## src/rtl/vout_spipoti_multi.sv

```systemverilog
// vout_spipoti_multi: multi-channel SPI digital-potentiometer driver.
// Serialises CHANNELS packed WIDTH-bit setpoints as {channel index, data}
// frames, MSB first, SPI mode 0, SCLK half-period of DIVIDER clk cycles.
// Optional feature macro: VOUT_SPIPOTI_MULTI_SKIP_UNCHANGED_EN
//   defined   -> only channels whose setpoint changed are retransmitted
//   undefined -> continuous round-robin refresh of all channels
module vout_spipoti_multi #(
   parameter int WIDTH     = 8,
   parameter int CHANNELS  = 4,
   parameter int ADDR_BITS = 2,
   parameter int DIVIDER   = 2
) (
   input  logic                       clk,
   input  logic                       reset,
   input  logic [CHANNELS*WIDTH-1:0]  value,
   output logic                       MOSI,
   output logic                       SCLK,
   output logic                       CS,
   output logic                       busy
);

   localparam int FRAME = ADDR_BITS + WIDTH;
   localparam int DIV_W = (DIVIDER > 1) ? $clog2(DIVIDER) : 1;
   localparam int BIT_W = $clog2(FRAME);

   localparam logic [DIV_W-1:0]     DIV_LAST = DIV_W'(DIVIDER - 1);
   localparam logic [BIT_W-1:0]     BIT_LAST = BIT_W'(FRAME - 1);
   localparam logic [ADDR_BITS-1:0] CH_LAST  = ADDR_BITS'(CHANNELS - 1);

   typedef enum logic [2:0] {
      IDLE,
      SETUP,
      HIGH,
      LOW,
      GAP
   } state_t;

   state_t               state;
   logic [ADDR_BITS-1:0] ptr;        // round-robin start point
   logic [ADDR_BITS-1:0] sent_ch;    // channel of the frame in flight
   logic [FRAME-2:0]     shift_reg;  // bits still to go after the one on MOSI
   logic [DIV_W-1:0]     div_cnt;
   logic [BIT_W-1:0]     bit_cnt;

   logic [ADDR_BITS-1:0] sel_ch;
   logic                 sel_valid;
   logic [WIDTH-1:0]     sel_data;
   logic [FRAME-1:0]     frame_word;

`ifdef VOUT_SPIPOTI_MULTI_SKIP_UNCHANGED_EN
   logic [CHANNELS-1:0]  pending;
   logic [WIDTH-1:0]     shadow [CHANNELS];

   // Pick the first pending channel at or after the pointer, wrapping.
   always_comb begin
      int k;
      // NOTE: every output of a combinational block gets a default up front,
      // otherwise paths that skip an assignment infer latches.
      sel_ch    = ptr;
      sel_valid = 1'b0;
      k         = 0;
      // Walk backwards so the closest candidate to the pointer wins.
      for (int i = CHANNELS - 1; i >= 0; i--) begin
         k = int'(ptr) + i;
         if (k >= CHANNELS) k = k - CHANNELS;
         if (pending[k]) begin
            sel_ch    = ADDR_BITS'(k);
            sel_valid = 1'b1;
         end
      end
   end

   // Track which setpoints differ from what the device last received.
   always_ff @(posedge clk) begin
      if (reset) begin
         pending <= '1;
         // NOTE: the shadow array is a handful of flops, not a RAM, so it is
         // safe to clear it in reset; that forces one send per channel.
         for (int n = 0; n < CHANNELS; n++) shadow[n] <= '0;
      end else begin
         for (int n = 0; n < CHANNELS; n++) begin
            // A change on the latch cycle is caught next cycle against the
            // new shadow, so the old value goes out and pending re-arms.
            if (state == IDLE && sel_valid && sel_ch == ADDR_BITS'(n)) begin
               shadow[n]  <= value[n*WIDTH +: WIDTH];
               pending[n] <= 1'b0;
            end else if (value[n*WIDTH +: WIDTH] != shadow[n]) begin
               pending[n] <= 1'b1;
            end
         end
      end
   end
`else
   // Continuous refresh: always send the pointer channel.
   always_comb begin
      sel_ch    = ptr;
      sel_valid = 1'b1;
   end
`endif

   // Slice of the selected channel and the frame it produces.
   always_comb begin
      sel_data   = value[int'(sel_ch)*WIDTH +: WIDTH];
      frame_word = {sel_ch, sel_data};
   end

   // Frame sequencer; every bus output is a register.
   always_ff @(posedge clk) begin
      if (reset) begin
         // NOTE: sequential state is written with <= only, so every register
         // in this block sees the pre-edge values regardless of statement order.
         state     <= IDLE;
         ptr       <= '0;
         sent_ch   <= '0;
         shift_reg <= '0;
         div_cnt   <= '0;
         bit_cnt   <= '0;
         CS        <= 1'b1;
         SCLK      <= 1'b0;
         MOSI      <= 1'b0;
         busy      <= 1'b0;
      end else begin
         case (state)
            IDLE: begin
               if (sel_valid) begin
                  MOSI      <= frame_word[FRAME-1];
                  shift_reg <= frame_word[FRAME-2:0];
                  sent_ch   <= sel_ch;
                  CS        <= 1'b0;
                  SCLK      <= 1'b0;
                  busy      <= 1'b1;
                  div_cnt   <= '0;
                  bit_cnt   <= '0;
                  state     <= SETUP;
               end
            end
            SETUP: begin
               if (div_cnt == DIV_LAST) begin
                  div_cnt <= '0;
                  SCLK    <= 1'b1;
                  state   <= HIGH;
               end else begin
                  div_cnt <= div_cnt + 1'b1;
               end
            end
            HIGH: begin
               if (div_cnt == DIV_LAST) begin
                  // Falling edge: present the next bit while SCLK is low.
                  div_cnt           <= '0;
                  SCLK              <= 1'b0;
                  {MOSI, shift_reg} <= {shift_reg, 1'b0};
                  state             <= LOW;
               end else begin
                  div_cnt <= div_cnt + 1'b1;
               end
            end
            LOW: begin
               if (div_cnt == DIV_LAST) begin
                  div_cnt <= '0;
                  if (bit_cnt == BIT_LAST) begin
                     CS    <= 1'b1;
                     MOSI  <= 1'b0;
                     state <= GAP;
                  end else begin
                     bit_cnt <= bit_cnt + 1'b1;
                     SCLK    <= 1'b1;
                     state   <= HIGH;
                  end
               end else begin
                  div_cnt <= div_cnt + 1'b1;
               end
            end
            GAP: begin
               if (div_cnt == DIV_LAST) begin
                  div_cnt <= '0;
                  busy    <= 1'b0;
                  ptr     <= (sent_ch == CH_LAST) ? '0 : sent_ch + 1'b1;
                  state   <= IDLE;
               end else begin
                  div_cnt <= div_cnt + 1'b1;
               end
            end
            default: state <= IDLE;
         endcase
      end
   end

endmodule

```

## config.mk

```make
export PLATFORM = sky130hd
export DESIGN_NAME = vout_spipoti_multi
export DESIGN_NICKNAME = d
export VERILOG_FILES = /design/src/rtl/vout_spipoti_multi.sv
export SDC_FILE = /design/constraint.sdc
export NUM_CORES = 1
export LEC_CHECK = 0
export CAP_MARGIN = 20
export CORE_MARGIN = 3
export CORE_UTILIZATION = 43
export DETAILED_ROUTE_END_ITERATION = 16
export GPL_TIMING_DRIVEN = 0
export PLACE_DENSITY = 0.73
export SYNTH_ARGS = -nofsm -noshare
export SYNTH_HDL_FRONTEND = slang
export SYNTH_SLANG_ARGS = --single-unit
```

## constraint.sdc

```tcl
create_clock -name clk -period 1.5 [get_ports clk]
set_input_delay 0.3 -clock clk [delete_from_list [all_inputs] [get_ports clk]]
set_output_delay 0.3 -clock clk [all_outputs]
set_load 0.005 [all_outputs]
```

==> impl_metrics.ini, run 1 <==
[clock_tree]
cts_sinks = 25
clockBufferDepth = 2
clockRootBuffer = clkbuf_4
htreeDepth = 1
hold_buffers = 0
cts_buffers = 3
insertion_delay_ps = 320
clk_pin_slew_worst_paths_ps = 140
cts_tree = done

[synth]
synth_most_common_cell = nand2_1
avgSynthCellArea_um2 = 9.039
synth-seq-area-share = 0.3549
synthCells = 156
ys_warn_count = 0
synth_edf_count = 0
yosysTopAreaCellShare = 0.3549
synthFlopType = dfxtp_1
synth_cell_type_count = 43
ys_ff_latch = 25
synth_common_cells = nand2_1 (27), dfxtp_1 (25), a21oi_1 (13), nor2_1 (12)
yosys.area.top_type = dfxtp_1
netlist_area_um2 = 1410
synth_area_leaders = dfxtp_1 (35%), mux4_2 (13%), nand2_1 (7.2%)
async_reset_ff_frac = 0
syn_nets = 193

[grt]
grt_pass1_vias = 1267
gr-total-overflow = 0
antenna_found_initial = 0
grtUsageTotal = 0.1767
grt_max_degree = 15
grt_pass1_wl_um = 5720

[routing]
wire_per_inst_um = 14.09
top_layer = met4
drtAntennaViolNets = 0
vias_per_cell = 5.363
drc = 0
drtIter0Drc = 46
drt-pass1-iter-count = 4
met2_length_um = 1797
drt-met1-wl_um = 1477
met3_length_um = 143
wl_um = 3452
dr_total_vias = 1314

[placed_design]
gp_congestion = 0.7674
dp_hpwl_um = 2559
port_buffers = 37
place_area_um2 = 1836
pre_cts_slack_ps = -347.5

[layout]
seq_area_um2 = 514.2
antennaDiodeCount = 0
drive_above_1_share = 0.2139
synthToLayoutAreaGrowth_pct = 39.49
nNetsFinal = 239
largest_reg_flops = 9
final_area_um2 = 1967
multiInputGateArea_um2 = 889.6
final.fill_count = 273

[floorplan]
initial_core_util = 0.4544
row_count = 20
pin_count = 38
fp.dieH_um = 63.27
die-area_um2 = 4002
coreArea_um2 = 3103
die_w_um = 63.27

[timing]
slew-limit-headroom = 0.7007
skew_ps = 5.541
final.min_clock_period_ps = 1484
finalHoldViolCount = 0
tightest_slew_ps = 448.9
fmaxAchievable_mhz = 674.0
setup_slack_ps = 16.28
rsz0062_at_grt = true
finalSetupViolations = 0
maxSlewViolCount = 0
finalCritPeriodShare = 0.9891
whs_ps = 453.0

[run_status]
status = completed

[setup_path]
slowest_stage = dfxtp_2
max_stage_delay_ps = 350
startpoint_type = register
endpoint_kind = register
path_class = register to register
worst_ep_arrival_time_ps = 1710
cp.required_ps = 1720
crit_path_cell_trace = inv_2 > ha_4 > nand3b_1 > buf_4 > and2b_2 > nor4_2 > mux2_4
critPathMaxFanout = 5

[min_path]
holdCritPathClass = register to register

[job]
max_cap_violations = 0

[power_and_ir_drop]
power_w = 0.001539
p_per_area_nw_per_um2 = 782.7
p_leak_nw = 0.7504
peakVddDrop_mv = 0.7287
==> path summary, 6_finish.rpt <==
path | start | end | slack [ps] | depth (start not counted)
max | bit_cnt[1]$_SDFFE_PP0P_ | bit_cnt[2]$_SDFFE_PP0P_ | 20 | 7
min | shift_reg[1]$_SDFFE_PP0P_ | shift_reg[1]$_SDFFE_PP0P_ | 450 | 2
max reg2reg | bit_cnt[1]$_SDFFE_PP0P_ | bit_cnt[2]$_SDFFE_PP0P_ | 20 | 7
min reg2reg | shift_reg[1]$_SDFFE_PP0P_ | shift_reg[1]$_SDFFE_PP0P_ | 450 | 2
==> cell usage in the layout, fill, tap and decap left out, types with 2 or more instances in the layout <==
cell type        synthesis  routed
clkdlybuf4s50_1          0      35
or3_1                    4       3
nand2_1                 27      27
clkbuf_2                 0       3
nand2b_1                 2       2
dfxtp_4                  0       2
o21ai_1                  8       8
nor3_1                   5       5
dlymetal6s2s_1           0       2
clkbuf_1                 5       2
nor2b_1                  5       5
ha_1                     3       2
buf_6                    1       2
a21oi_1                 13      13
buf_2                    4       3
dfxtp_1                 25      18
mux2i_1                  4       4
nand3b_1                 2       2
dfxtp_2                  0       5
mux4_2                   8       8
buf_4                    1       5
clkbuf_4                 0       3
nor2_1                  12      12
==> cell type report <==
cell class | count | share of cell area
clock buffer | 3 | 0.01145
tap | 44 | 0.02799
buffer | 12 | 0.03626
inverter | 1 | 0.001908
sequential | 25 | 0.2614
clock inverter | 1 | 0.002545
multi-input combinational | 118 | 0.4523
timing repair buffer | 41 | 0.2061
==> power breakdown <==
part	internal [W]	switching (W)	leakage [nW]
combinational	0.000249	0.000217	0.525
sequential	0.000729	0.0000457	0.208
clock	0.0000998	0.000198	0.0177
total	0.00108	0.000461	0.750
==> critical path, delay by kind of cell (launching register included) <==
family	cells	cell delay [ps]
DFF	1	350
and+or+nand+nor	3	410
muxes	1	280
buffers and inverters	2	220
adders and majority gates	1	120
==> what timing repair did <==
item	CTS	global route
pin swaps	0	3
setup endpoints to repair	15	21
buffers inserted	3	1
gates resized for setup	7	21
==> routing by layer <==
layer	vias up	track usage
li1	651	-
met1	625	0.2185
met2	34	0.3136
met3	4	0.04456
met4	0	0.02965
met5	-	0
==> cell families after synthesis <==
logic type / share of synthesized area
multiplexers: 0.1642
adder cells (fa/ha/maj): 0.02662
XOR/XNOR: 0.006212
AND/OR/NAND/NOR: 0.2378
buffers and inverters: 0.04614
AO/OA/AOI/OAI: 0.1642
flip-flops: 0.3549
==> metrics by stage <==
stage	setup TNS, ps	instances	utilization
global route	-426.1	245	0.6339
floorplan	0	156	-
finish	0	245	0.6339
CTS	0	244	0.6109
global placement	-4628	237	0.5915
detailed placement	-4703	237	0.5915
(Power assumes the default switching activity.)
==> run 2: changes to the inputs <==
--- a/config.mk
+++ b/config.mk
@@ -10,7 +10,7 @@
 export CORE_UTILIZATION = 43
 export DETAILED_ROUTE_END_ITERATION = 16
 export GPL_TIMING_DRIVEN = 0
-export PLACE_DENSITY = 0.73
+export PLACE_DENSITY_LB_ADDON = 0.25
 export SYNTH_ARGS = -nofsm -noshare
 export SYNTH_HDL_FRONTEND = slang
 export SYNTH_SLANG_ARGS = --single-unit
==> run 2 against run 1 <==
  * The flow now finishes with violations (negative setup slack)
  * Core utilization hardly changed
  * Hold slack worse by 3.7 ps
  * Critical endpoint is now SCLK$_SDFFE_PP0P_
  * Power is 1.2% higher
  * Largest cell class unchanged
  * Non-clock buffer count is 1 lower
==> impl_metrics.ini, run 2 (synthesis gave the netlist of run 1 again) <==
[layout]
largest_reg_flops = 9
nNetsFinal = 238
final_area_um2 = 1966
antennaDiodeCount = 0
synthToLayoutAreaGrowth_pct = 39.40
mostFrequentLayoutCells = clkdlybuf4s50_1 (35), nand2_1 (27), dfxtp_1 (17)
drive_above_1_share = 0.2200
final_common_cell = clkdlybuf4s50_1
fin_cells = 244
final_util = 0.6335

[routing]
wl_um = 3521
drtIter0Drc = 48
vias_per_cell = 5.459
drt-pass1-iter-count = 4
dr_total_vias = 1332
wire_per_inst_um = 14.43
drtAntennaViolNets = 0
drc = 0

[min_path]
hp-start = shift_reg[3]$_SDFFE_PP0P_
min_path_cells = 2
holdPathEnd = shift_reg[3]$_SDFFE_PP0P_
holdCritPathClass = register to register

[clock_tree]
clockRootBuffer = clkbuf_4
clockBufferDepth = 2
clk_pin_slew_worst_paths_ps = 150
htreeDepth = 1
hold_buffers = 0
insertion_delay_ps = 330
cts_tree = done
cts_buffers = 3
cts_sinks = 25

[timing]
finalCritPeriodShare = 1.007
fmaxAchievable_mhz = 661.8
whs_ps = 449.4
final.min_clock_period_ps = 1511
finalHoldViolCount = 0
maxSlewViolCount = 0
skew_ps = 12.03
slew-limit-headroom = 0.7125
finalSetupViolations = 2
tightest_slew_ps = 431.3
rsz0062_at_grt = true
setup_slack_ps = -11.10

[setup_path]
crit_family = simple AND/OR/NAND/NOR gates
ff2ff_setup_slack_ps = -10
reg2reg_from = bit_cnt[1]$_SDFFE_PP0P_
worst_ep_arrival_time_ps = 1800
max_stage_delay_ps = 380
crit_buf_inv = 2
path_class = register to register
endpoint_kind = register
slowest_stage = dfxtp_2
crit_cells = 7
cp.required_ps = 1790
worstReg2RegEnd = SCLK$_SDFFE_PP0P_
r2r_cells = 7
crit_path_cell_trace = inv_2 > ha_4 > nand3b_1 > and2b_2 > buf_4 > nor3_2 > o21a_1
critPathMaxFanout = 4
startpoint_type = register

[placed_design]
dp_hpwl_um = 2569
port_buffers = 37
gp_congestion = 0.8268
dpl.cell_count = 237
place_area_um2 = 1836

[floorplan]
die-area_um2 = 4002
fp.dieH_um = 63.27
initial_core_util = 0.4544
pin_count = 38
coreArea_um2 = 3103
die_w_um = 63.27
row_count = 20

[grt]
grtUsageTotal = 0.1805
grt_max_degree = 15
grt_pass1_vias = 1305
grt_pass1_wl_um = 5802
antenna_found_initial = 0
gr-total-overflow = 0

[power_and_ir_drop]
peakVddDrop_mv = 0.4278
p_leak_nw = 0.7541
p_per_area_nw_per_um2 = 792.3

[run_status]
status = finished with violations
violations = negative setup slack

[job]
max_cap_violations = 0
run 2: changes by cell type in the layout (fill, tap and decap cells not counted), sizes merged:
cell and delta:
clkbuf +1, buf -2
run 2: timing repair:
action,in CTS,in global routing
setup endpoints to repair,13,28
hold endpoints to repair,0,0
gates resized for setup,9,24
buffers inserted,3,0
pin swaps,0,2
run 2: cell type report:
class | instances | area, um2
multi-input cells | 118 | 893.4
clock buffers | 3 | 22.52
plain buffers | 12 | 75.07
well taps | 44 | 55.05
flip-flops and latches | 25 | 513.0
repair buffers | 40 | 397.9
inverters | 1 | 3.754
fillers | 297 | 1137
clock inverters | 1 | 5.005
run 2: report_power, final:
part	switching [W]	internal [W]
clock network	0.000214	0.000100
logic	0.000215	0.000253
registers	0.0000431	0.000732
run 2: worst max-delay path by stage:
stage	startpoint	endpoint	slack [ps]
CTS	bit_cnt[1]$_SDFFE_PP0P_	bit_cnt[2]$_SDFFE_PP0P_	-5
floorplan	bit_cnt[0]$_SDFFE_PP0P_	bit_cnt[2]$_SDFFE_PP0P_	90
finish	bit_cnt[1]$_SDFFE_PP0P_	SCLK$_SDFFE_PP0P_	-10
global placement	reset	busy$_SDFFE_PP0P_	-310
global route	bit_cnt[1]$_SDFFE_PP0P_	bit_cnt[2]$_SDFFE_PP0P_	-70
detailed placement	reset	bit_cnt[3]$_SDFFE_PP0P_	-350
run 2: per-stage QoR:
step	total power, W	setup TNS (ps)	setup WS (ps)
after floorplan	0.001043	0	92.33
after global placement	0.001210	-4000	-311.4
after detailed placement	0.001225	-4623	-346.7
after CTS	0.001526	-4.527	-4.527
after global routing	0.001639	-311.3	-71.73
final	0.001557	-16.64	-11.10
run 2: worst reg2reg max path: cells and delay by family, from the launching register on:
family / cells / cell delay (ps)
AOI/OAI and AO/OA: 1 / 110
adders and majority gates: 1 / 140
DFF: 1 / 380
and+or+nand+nor: 3 / 640
buffers and inverters: 2 / 200
run 2: per-layer routing:
layer	vias up	GRT usage	wire length [um]
met1	646	0.2363	1517
met2	34	0.3057	1803
met3	7	0.02317	138
met5	-	0	0
met4	0	0.06199	61
li1	645	-	-
